## config.mk

```make
export PLATFORM = sky130hd
export DESIGN_NAME = qspi_xip_rd_arbiter
export DESIGN_NICKNAME = d
export VERILOG_FILES = /design/src/rtl/qspi_xip_rd_arbiter.sv
export SDC_FILE = /design/constraint.sdc
export NUM_CORES = 1
export LEC_CHECK = 0
export CAP_MARGIN = 20
export CELL_PAD_IN_SITES_DETAIL_PLACEMENT = 1
export CELL_PAD_IN_SITES_GLOBAL_PLACEMENT = 1
export CORE_ASPECT_RATIO = 1.4
export CORE_UTILIZATION = 25
export CTS_CLUSTER_SIZE = 40
export DETAILED_ROUTE_END_ITERATION = 7
export GPL_TIMING_DRIVEN = 0
export PLACE_DENSITY_LB_ADDON = 0.1
export SLEW_MARGIN = 30
export SYNTH_ARGS = -nofsm -noshare
export SYNTH_HDL_FRONTEND = slang
export SYNTH_SLANG_ARGS = --single-unit
```

## constraint.sdc

```tcl
create_clock -name HCLK -period 1.8 [get_ports HCLK]
set_input_delay 0.36 -clock HCLK [delete_from_list [all_inputs] [get_ports HCLK]]
set_output_delay 0.36 -clock HCLK [all_outputs]
set_load 0.01 [all_outputs]
```

## src/rtl/qspi_xip_rd_arbiter.sv

```systemverilog
`timescale 1ns/1ps
// -----------------------------------------------------------------------------
// qspi_xip_rd_arbiter
//
// Purpose
//   Shares one QSPI XIP flash read engine between NREQ word-read requesters
//   (for example I-fetch and D-port). Arbitration is round-robin, and only one
//   flash transaction is outstanding at a time. The engine is driven through a
//   start/done pulse handshake, and the returned word goes back to the
//   requester that was granted.
//
// Ports
//   HCLK      in   1            clock; all logic on the rising edge
//   HRESETn   in   1            synchronous, active-low reset
//   rd_req    in   NREQ         per-requester read request (level)
//   rd_addr   in   NREQ*ADDR_W  per-requester byte address, slice i = [i*ADDR_W +: ADDR_W]
//   rd_gnt    out  NREQ         one-cycle grant pulse (one-hot)
//   rd_valid  out  NREQ         one-cycle data-valid pulse (one-hot)
//   rd_err    out  1            qualifies rd_valid: transaction aborted
//   rd_data   out  32           returned word, held until the next rd_valid
//   fr_start  out  1            one-cycle start pulse to the flash read engine
//   fr_addr   out  ADDR_W       word-aligned address, held from fr_start to completion
//   fr_done   in   1            one-cycle completion pulse from the engine
//   fr_data   in   32           engine read data, valid with fr_done
//   fr_abort  out  1            one-cycle abort pulse to the engine
//
// Configuration
//   QSPI_ARB_TIMEOUT_EN : when defined, a WAIT that lasts TIMEOUT cycles without
//   fr_done is aborted (fr_abort, rd_valid with rd_err=1 and rd_data=0).
//   When undefined, WAIT lasts until fr_done, and fr_abort/rd_err stay 0.
// -----------------------------------------------------------------------------
module qspi_xip_rd_arbiter #(
  parameter int NREQ    = 2,
  parameter int ADDR_W  = 24,
  parameter int TIMEOUT = 1024
) (
  input  logic                     HCLK,
  input  logic                     HRESETn,
  input  logic [NREQ-1:0]          rd_req,
  input  logic [NREQ*ADDR_W-1:0]   rd_addr,
  output logic [NREQ-1:0]          rd_gnt,
  output logic [NREQ-1:0]          rd_valid,
  output logic                     rd_err,
  output logic [31:0]              rd_data,
  output logic                     fr_start,
  output logic [ADDR_W-1:0]        fr_addr,
  input  logic                     fr_done,
  input  logic [31:0]              fr_data,
  output logic                     fr_abort
);

  localparam int SEL_W = (NREQ > 1) ? $clog2(NREQ) : 1;

  typedef enum logic [1:0] {
    ST_IDLE = 2'd0,
    ST_WAIT = 2'd1,
    ST_RESP = 2'd2
  } state_t;

  state_t r_state;
  state_t w_state_next;

  logic [SEL_W-1:0]  r_sel;
  logic [SEL_W-1:0]  r_rr_ptr;
  logic [SEL_W-1:0]  w_pick;
  logic              w_pick_vld;
  logic              w_expired;

  logic [ADDR_W-3:0] w_addr_hi [NREQ];
  logic [2*NREQ-1:0] w_addr_lo;
  logic              w_unused;

  logic [NREQ-1:0]   r_gnt;
  logic [NREQ-1:0]   r_valid;
  logic              r_err;
  logic              r_start;
  logic              r_abort;
  logic [31:0]       r_data;
  logic [ADDR_W-1:0] r_addr;

  function automatic logic [NREQ-1:0] onehot(input logic [SEL_W-1:0] s);
    logic [NREQ-1:0] v;
    v    = '0;
    v[s] = 1'b1;
    return v;
  endfunction

  // Split each requester address into the word part that goes to the engine
  // and the byte-offset bits, which are discarded.
  generate
    for (genvar gi = 0; gi < NREQ; gi++) begin : g_slice
      assign w_addr_hi[gi]        = rd_addr[gi*ADDR_W+2 +: ADDR_W-2];
      assign w_addr_lo[2*gi +: 2] = rd_addr[gi*ADDR_W +: 2];
    end
  endgenerate

  assign w_unused = ^w_addr_lo;

  // Round-robin pick: the first asserted request after r_rr_ptr, circularly.
  // The scan runs from the farthest offset to the nearest one, so the nearest
  // asserted requester is the last to overwrite w_pick and therefore wins.
  always_comb begin
    w_pick     = r_rr_ptr;
    w_pick_vld = 1'b0;
    for (int k = NREQ; k >= 1; k--) begin
      if (rd_req[(int'(r_rr_ptr) + k) % NREQ]) begin
        w_pick     = SEL_W'((int'(r_rr_ptr) + k) % NREQ);
        w_pick_vld = 1'b1;
      end
    end
  end

`ifdef QSPI_ARB_TIMEOUT_EN
  logic [15:0] r_wait_cnt;

  // The counter is zero in the fr_start cycle and advances on every WAIT
  // cycle. Expiry is therefore seen TIMEOUT-1 cycles after fr_start, and the
  // abort becomes visible TIMEOUT cycles after fr_start.
  always_ff @(posedge HCLK) begin
    if (!HRESETn) begin
      r_wait_cnt <= '0;
    end else if (r_state == ST_IDLE && w_pick_vld) begin
      r_wait_cnt <= '0;
    end else if (r_state == ST_WAIT) begin
      r_wait_cnt <= r_wait_cnt + 16'd1;
    end
  end

  assign w_expired = (r_state == ST_WAIT) && (r_wait_cnt == 16'(TIMEOUT - 1));
`else
  assign w_expired = 1'b0;
`endif

  // State register
  always_ff @(posedge HCLK) begin
    if (!HRESETn) begin
      r_state <= ST_IDLE;
    end else begin
      r_state <= w_state_next;
    end
  end

  // Next-state logic. fr_done takes priority over timeout expiry in WAIT.
  always_comb begin
    w_state_next = r_state;
    case (r_state)
      ST_IDLE: if (w_pick_vld) w_state_next = ST_WAIT;
      ST_WAIT: if (fr_done || w_expired) w_state_next = ST_RESP;
      ST_RESP: w_state_next = ST_IDLE;
      default: w_state_next = ST_IDLE;
    endcase
  end

  // Registered outputs. Pulses default low every cycle, and the held values
  // (rd_data, fr_addr) change only on the corresponding event.
  always_ff @(posedge HCLK) begin
    if (!HRESETn) begin
      r_gnt    <= '0;
      r_valid  <= '0;
      r_err    <= 1'b0;
      r_start  <= 1'b0;
      r_abort  <= 1'b0;
      r_data   <= '0;
      r_addr   <= '0;
      r_sel    <= '0;
      r_rr_ptr <= SEL_W'(NREQ - 1);
    end else begin
      r_gnt   <= '0;
      r_valid <= '0;
      r_err   <= 1'b0;
      r_start <= 1'b0;
      r_abort <= 1'b0;
      case (r_state)
        ST_IDLE: begin
          if (w_pick_vld) begin
            r_gnt    <= onehot(w_pick);
            r_start  <= 1'b1;
            r_addr   <= {w_addr_hi[w_pick], 2'b00};
            r_sel    <= w_pick;
            r_rr_ptr <= w_pick;
          end
        end
        ST_WAIT: begin
          if (fr_done) begin
            r_valid <= onehot(r_sel);
            r_data  <= fr_data;
          end else if (w_expired) begin
            r_valid <= onehot(r_sel);
            r_err   <= 1'b1;
            r_abort <= 1'b1;
            r_data  <= 32'h0;
          end
        end
        default: ;
      endcase
    end
  end

  assign rd_gnt   = r_gnt;
  assign rd_valid = r_valid;
  assign rd_err   = r_err;
  assign rd_data  = r_data;
  assign fr_start = r_start;
  assign fr_addr  = r_addr;
  assign fr_abort = r_abort;

endmodule
```

# Yosys cells after proc, flatten, opt, wreduce, memory -nomap -nowiden
# Cells that the tools add are included.
# op_classes
addsub	2
n_lt_le_gt_ge	7
eq_ne	3
n_mux	21
bitwise_logic	3
n_reduce_logical	9
# ops
cell	count
two-way mux 22 bit	3
two-way mux 1 bit	13
AND reduction 2 bit	4
less-than comparator 2 x 3 -> 1 bit, second input constant	2
AND reduction 3 bit	2
less-than comparator 1 x 2 -> 1 bit, second input constant	2
two-way mux 2 bit	2
inequality test 2 bit, second input constant	2
case mux 2 bit (2 select lines)	1
adder 1 bit, second input constant	2
AND 1 bit, first input constant	2
demux 1 bit (select 1 bit)	2
equality test 2 x 1 -> 1 bit, second input constant	1
>= comparator 1 bit, second input constant	2
>= comparator 2 bit, second input constant	1
logical AND 1 bit	2
logical NOT 2 bit	1
NOT 1 -> 2 bit	1
# word_totals
ff_bits	63
out_inout_bits	63

# Logic depth before layout (Yosys ltp)
# Gate-level depths: netlist of run 1.
# depth
depth_word	11
ltp_mapped	6
depth_no_buf	4

# Worst setup path before layout of run 1
# No wires, ideal clock.
# synth_path
kind	input-to-reg
startpoint	input HRESETn
endpoint	register r_addr[10], in the netlist fr_addr[10]
setup_time_ns	0.123
t_arrival_ns	1.279
t_required_ns	1.677
setup_slack_ns	0.398
path_stages	6
path_buffers	2
path_cell_list	buf_2 > nor3b_1 > and3_1 > buf_2 > a222oi_1 > inv_1
# synth_lines
element	line	source
from (decl)	38	input logic HRESETn,
to (signal assigned)	178	r_addr <= {w_addr_hi[w_pick], 2'b00};
to (decl)	79	logic [ADDR_W-1:0] r_addr;

# Final worst setup path of run 1
# layout_path
startpoint	input rd_req[0]
endpoint	register r_addr[9], in the netlist fr_addr[9]
# layout_via
elab_chain_cells	9
word_cells_on_any_way	15
# layout_rtl
element	line	source
from (decl)	39	input logic [NREQ-1:0] rd_req,
two-way mux 1 bit (implied by the code) (3 in a row)	106	if (rd_req[(int'(r_rr_ptr) + k) % NREQ]) begin
two-way mux 1 bit (2 in a row)	106	
NOT 1 -> 2 bit (implied by the code)	178	
two-way mux 22 bit (implied by the code) (3 in a row)	178	
# Several ways; a longest one is shown, not always the timed one. The select of a mux whose other input is x is not followed.
# A chain may end at the register's enable or synchronous reset.

==> run summary, run 1 <==
Crit-path slowest cell -> clkdlybuf4s50_1
Delay-heaviest family, CP -> buffers and inverters
Commonest non-fill, non-tap cells in the layout -> clkdlybuf4s50_1 (138), nand2_1 (70), dfxtp_1 (63), a21boi_0 (32), inv_1 (20)
#FFs+latches synth -> 63
Post-Synth Simple-Gate Area -> 0.146
CTS buffer count -> 9
Grt ovf -> 0
Largest net degree at the start of global routing -> 11
Buffers on Ports -> 138
Register area share after synthesis -> 0.543
Post-synth cell types -> 25
Synth top area cells -> dfxtp_1 (54%), nand2_1 (11%), a21boi_0 (10%)
HPWL after DPL -> 5120 um
Final hold violation count -> 0
Crit-path cells -> clkdlybuf4s50_1 > nor2_1 > o31a_4 > buf_6 > a222oi_1 > inv_1
Post-Synth Adder-Cell Area -> 0
DR vias -> 2298
Die Area -> 0.00968 mm^2
Starting Density -> 0.257
Endpoints failing setup -> 0
IO Pins -> 148
Max-slew violations -> 0
H-Tree Depth -> 3
Clk sink count -> 63
Drt wl/cell -> 13.3 um
Clock Tree Buf Depth -> 2
Synth warn -> 0
Post-CTS resize count -> 0
DR DRC count -> 0
Clock transition at path regs -> 0.05 ns
Commonest non-fill, non-tap cell in the layout -> clkdlybuf4s50_1
Crit path launch type -> input port
Min cycle time layout -> 1.64 ns
Post-synthesis instance total -> 249
Fmax -> 610 MHz
Final setup TNS -> 0 ns
Complex-gate fraction of the synthesized area -> 0.208
Max transition margin -> 0.576
Layout filler cell count -> 1034
Final Cycle Share -> 0.910
Ant diodes -> 0
Pwr Density -> 921 mW/mm^2
Final non-filler cell total -> 512
GRT Util Overall -> 0.144
Leakage -> 1.68 nW
Status -> finished clean
CP arrival -> 1.85 ns
Post-route antenna net violation count -> 0
Setup bufs post-CTS -> 0
Antenna violations before repair -> 0
Critical Setup Path Class -> in -> reg
Die Ht -> 116 um
VDD IR max -> 0.000483 V
Final wirelength -> 6810 um
Post-synth top area share -> 0.543
CP Capture Type -> flop
Crit Path Max Fanout -> 10
Avg Inst Size Synth -> 9.33 um^2
Number of DRC violations after detailed-routing iteration 0 -> 77
Via-to-Cell Ratio -> 4.49
CTS root buf -> clkbuf_16
Measured slew at the worst slew-check pin -> 0.629 ns
Largest family of logic cells by synthesized area -> compound AO/OA/AOI/OAI gates
Core ar. -> 0.00903 mm^2
CTS tree -> done
Drt pass-1 iters -> 4
Nets@finish -> 486
Synth Area in XOR/XNOR -> 0
Multi-input gate area -> 877 um^2
Crit path buf inv count -> 3
CTS Hold Bufs -> 0
Max stage delay on crit path -> 0.53 ns
Skew-Pair Late Insertion Delay -> 0.32 ns
HP Class -> in -> reg
Placed Cells -> 497
FF+latch area -> 0.00126 mm^2
Chip width -> 83.5 um
Fraction of layout cells with a size suffix above 1 -> 0.0741
Std cell rows -> 41
Mux contribution to synthesized area -> 0.0172
Leading area contributor after synthesis -> dfxtp_1
Clock skew -> 0.00547 ns
Max-cap violations -> 0
Global-route wire length before repair -> 11000 um
Worst EP required -> 2.01 ns
Cell Area, Synth -> 0.00232 mm^2
Worst hold slack -> 0.378 ns
Vias in the first global route -> 2268
Area grow syn2layout -> 77.2%
Routability cong. -> 0.681
RSZ-0062 raised after global routing -> no
where the power goes:
| part | total [W] | switching (W) | internal, W |
|---|---|---|---|
| Clock | 0.00153 | 0.000583 | 0.000952 |
| Combinational | 0.000692 | 0.000269 | 0.000423 |
| Sequential | 0.00156 | 0.0000570 | 0.00151 |
| Total | 0.00379 | 0.000908 | 0.00288 |
synth_stat cells:
master,count
and3_1,3
buf_2,9
o21ai_0,5
buf_4,4
nor3b_1,1
and3b_1,1
nor2b_1,1
nand4bb_1,1
conb_1,1
clkbuf_1,6
mux2i_1,4
nand2_1,70
nor2_1,1
a21oi_1,1
nand2b_1,1
inv_1,20
a222oi_1,18
a21boi_0,32
a21o_1,1
buf_6,2
nand3b_1,1
dfxtp_1,63
o31a_4,1
and2_1,1
o21a_1,1
routing by layer:
layer,global-route usage,vias up,part of all wire
met4,0.0780,0,0.021
li1,-,1138,-
met5,0,-,0
met2,0.254,89,0.49
met3,0.0499,10,0.080
met1,0.152,1061,0.41
state kept, by name (all words and copies together), names as in the netlist:
register,flops
r_sel,1
rd_data,32
fr_start,1
rd_gnt,2
fr_addr,22
rd_valid,2
r_state,2
r_rr_ptr,1
cell families after synthesis:
group,Yosys count
simple gates,81
flops,63
compound gates,59
buf+inv,41
mux,4
other cells,1
final cells by class:
type,instances,share of cell area
Multi-Input combinational cell,148,0.213
Sequential cell,63,0.307
Buffer,21,0.0292
Timing Repair Buffer,138,0.336
Tap cell,107,0.0325
Clock inverter,4,0.00547
Inverter,20,0.0182
Clock buffer,11,0.0590
stage by stage:
step	worst slack [ns]	utilization	total power [W]	area, um^2
floorplan	0.398	-	0.00185	2330
global placement	-0.162	0.426	0.00229	3850
detailed placement	-0.184	0.426	0.00230	3850
CTS	0.157	0.456	0.00385	4110
global route	0.0110	0.456	0.00400	4110
finish	0.161	0.456	0.00379	4110
path summary, 6_finish.rpt:
path,start,end,slack (ns),cells after the start
max,rd_req[0],fr_addr[9],0.16,6
min,HRESETn,rd_data[2],0.38,2
max reg2reg,r_state[1],fr_addr[9],0.37,4
min reg2reg,r_sel,rd_valid[0],0.43,1
Note: power is estimated with default switching activity, not from simulation.
==> run 2, diff against run 1 <==
--- a/config.mk
+++ b/config.mk
@@ -5,7 +5,6 @@
 export SDC_FILE = /design/constraint.sdc
 export NUM_CORES = 1
 export LEC_CHECK = 0
-export CAP_MARGIN = 20
 export CELL_PAD_IN_SITES_DETAIL_PLACEMENT = 1
 export CELL_PAD_IN_SITES_GLOBAL_PLACEMENT = 1
 export CORE_ASPECT_RATIO = 1.4
@@ -14,6 +13,7 @@
 export DETAILED_ROUTE_END_ITERATION = 7
 export GPL_TIMING_DRIVEN = 0
 export PLACE_DENSITY_LB_ADDON = 0.1
+export RECOVER_POWER = 25
 export SLEW_MARGIN = 30
 export SYNTH_ARGS = -nofsm -noshare
 export SYNTH_HDL_FRONTEND = slang
==> run 2 against run 1 <==
Compared with the run above: hold slack about the same; flip-flop and latch count unchanged; final cell count up 0.20%; sequential share of layout area about the same; core utilization about the same; register-to-register slack worse by 0.06 ns; fmax down 0.26%; sequential power about the same; non-clock buffer count unchanged; total power about the same; die area unchanged; largest power group unchanged.
==> run summary, run 2 (synthesized netlist as in run 1, its figures left out) <==
Status -> finished clean (unchanged)
FF-to-FF setup slack -> 0.31 ns (was 0.37 ns)
Clk network pwr share -> 0.405 (about the same)
Largest net degree at the start of global routing -> 11 (unchanged)
R2R cell count -> 5 (was 4)
Crit-path cells -> clkdlybuf4s50_1 > nor2_1 > o31a_4 > buf_6 > a222oi_1 > inv_1 (unchanged)
Total internal power -> 0.00288 W (about the same)
CTS tree -> done (unchanged)
Crit path launch -> rd_req[0] (unchanged)
Vias in the first global route -> 2268 (unchanged)
Fraction of layout cells with a size suffix above 1 -> 0.0716 (was 0.0741)
Buffers on Ports -> 138 (unchanged)
IO Pins -> 148 (unchanged)
Global-route wire length before repair -> 11000 um (unchanged)
Max reg flops -> 32 (unchanged)
Area grow syn2layout -> 77.2% (about the same)
CTS Hold Bufs -> 0 (unchanged)
CP Capture Type -> flop (unchanged)
Final Cycle Share -> 0.913 (was 0.910)
Starting Density -> 0.257 (unchanged)
Clk sink count -> 63 (unchanged)
Drt wl/cell -> 13.3 um (about the same)
Share of power burned in registers -> 0.413 (about the same)
DR DRC count -> 0 (unchanged)
Commonest non-fill, non-tap cell in the layout -> clkdlybuf4s50_1 (unchanged)
Fmax -> 609 MHz (was 610 MHz)
HPWL after DPL -> 5120 um (unchanged)
Skew-Pair Late Insertion Delay -> 0.32 ns (about the same)
Min-Delay Endpoint -> rd_data[2] (unchanged)
Crit-path slowest cell -> clkdlybuf4s50_1 (unchanged)
Switching Power -> 0.000909 W (was 0.000908 W)
Crit path buf inv count -> 3 (unchanged)
Die Area -> 0.00968 mm^2 (unchanged)
Post-DP Area -> 0.00385 mm^2 (unchanged)
Start of the worst register-to-register path -> r_state[1] (unchanged)
Crit Path Max Fanout -> 10 (unchanged)
Final hold violation count -> 0 (unchanged)
Clock skew -> 0.00535 ns (was 0.00547 ns)
Worst R2R End -> fr_addr[20] (was fr_addr[9])
CTS buffer count -> 9 (unchanged)
H-Tree Depth -> 3 (unchanged)
Drt pass-1 iters -> 4 (unchanged)
Layout filler cell count -> 1036 (was 1034)
Post-route antenna net violation count -> 0 (unchanged)
Nets@finish -> 486 (unchanged)
Pwr Density -> 920 mW/mm^2 (was 921 mW/mm^2)
Sw frac -> 0.240 (about the same)
Antenna violations before repair -> 1 (was 0)
Max-cap violations -> 0 (unchanged)
Leakage -> 1.69 nW (was 1.68 nW)
Final Instance Area -> 0.00412 mm^2 (was 0.00411 mm^2)
Measured slew at the worst slew-check pin -> 0.629 ns (about the same)
Via-to-Cell Ratio -> 4.50 (was 4.49)
CTS root buf -> clkbuf_16 (unchanged)
Worst EP required -> 2.01 ns (about the same)
Final wirelength -> 6800 um (was 6810 um)
Commonest non-fill, non-tap cells in the layout -> clkdlybuf4s50_1 (135), nand2_1 (70), dfxtp_1 (63), a21boi_0 (32), inv_1 (20) (was clkdlybuf4s50_1 (138), nand2_1 (70), dfxtp_1 (63), a21boi_0 (32), inv_1 (20))
Max stage delay on crit path -> 0.53 ns (about the same)
CP arrival -> 1.85 ns (about the same)
Hold Crit Depth -> 2 (unchanged)
Max transition margin -> 0.576 (about the same)
Crit path launch type -> input port (unchanged)
Core ar. -> 0.00903 mm^2 (unchanged)
DR vias -> 2306 (was 2298)
Setup bufs post-CTS -> 0 (unchanged)
Min-delay src -> HRESETn (unchanged)
Min cycle time layout -> 1.64 ns (about the same)
Post-CTS resize count -> 0 (unchanged)
Critical Setup Path Class -> in -> reg (unchanged)
Routability cong. -> 0.681 (unchanged)
Tot Pwr -> 0.00379 W (about the same)
Clock Tree Buf Depth -> 2 (unchanged)
Grt ovf -> 0 (unchanged)
Clock transition at path regs -> 0.05 ns (about the same)
Max-slew violations -> 0 (unchanged)
Chip width -> 83.5 um (unchanged)
Combinational power share -> 0.182 (was 0.183)
VDD IR max -> 0.000482 V (was 0.000483 V)
Number of DRC violations after detailed-routing iteration 0 -> 76 (was 77)
GRT Util Overall -> 0.144 (unchanged)
RSZ-0062 raised after global routing -> no (unchanged)
Die Ht -> 116 um (unchanged)
Delay-heaviest family, CP -> buffers and inverters (unchanged)
Std cell rows -> 41 (unchanged)
Endpoints failing setup -> 0 (unchanged)
HP Class -> in -> reg (unchanged)
-- run 2: how the worst max path moves through the flow --
stage,endpoint,slack [ns],depth (start not counted)
4_1_cts,fr_addr[11],0.16,6
5_1_grt,fr_addr[17],0.01,6
3_5_place_dp,fr_addr[9],-0.18,6
6_report,fr_addr[9],0.16,6
3_3_place_gp,fr_addr[11],-0.16,6
2_1_floorplan,fr_addr[10],0.40,6
-- run 2: power groups by stage --
stage               registers (W)  clock network (W)  logic [W]
global route              0.00157            0.00167   0.000755
floorplan                 0.00163                  0   0.000218
global placement          0.00159                  0   0.000699
CTS                       0.00156            0.00158   0.000709
detailed placement        0.00159                  0   0.000706
finish                    0.00156            0.00153   0.000690
-- run 2: metrics by stage --
stage | utilization | worst slack (ns) | cells | hold slack [ns] | setup TNS (ns)
after floorplan | - | 0.398 | 252 | 0.406 | 0
after global placement | 0.426 | -0.162 | 497 | 0.432 | -2.10
after detailed placement | 0.426 | -0.184 | 497 | 0.431 | -2.49
after CTS | 0.456 | 0.157 | 512 | 0.373 | 0
after global routing | 0.456 | 0.0110 | 513 | 0.393 | 0
final | 0.456 | 0.157 | 513 | 0.378 | 0
-- run 2: cell type report --
| cell class | instances | area, um^2 | area share |
|---|---|---|---|
| antenna | 1 | 2.50 | 0.000608 |
| buffer | 21 | 119 | 0.0289 |
| clock buffer | 11 | 243 | 0.0590 |
| clock inverter | 4 | 22.5 | 0.00547 |
| inverter | 20 | 75.1 | 0.0182 |
| multi-input combinational | 148 | 877 | 0.213 |
| sequential | 63 | 1260 | 0.306 |
| tap | 107 | 134 | 0.0325 |
| timing repair buffer | 138 | 1380 | 0.336 |
-- run 2: per-layer routing --
layer,vias up,share of wire,global-route usage
li1,1140,-,-
met1,1067,0.41,0.152
met2,89,0.49,0.254
met3,10,0.080,0.0499
met4,0,0.021,0.0780
met5,-,0,0
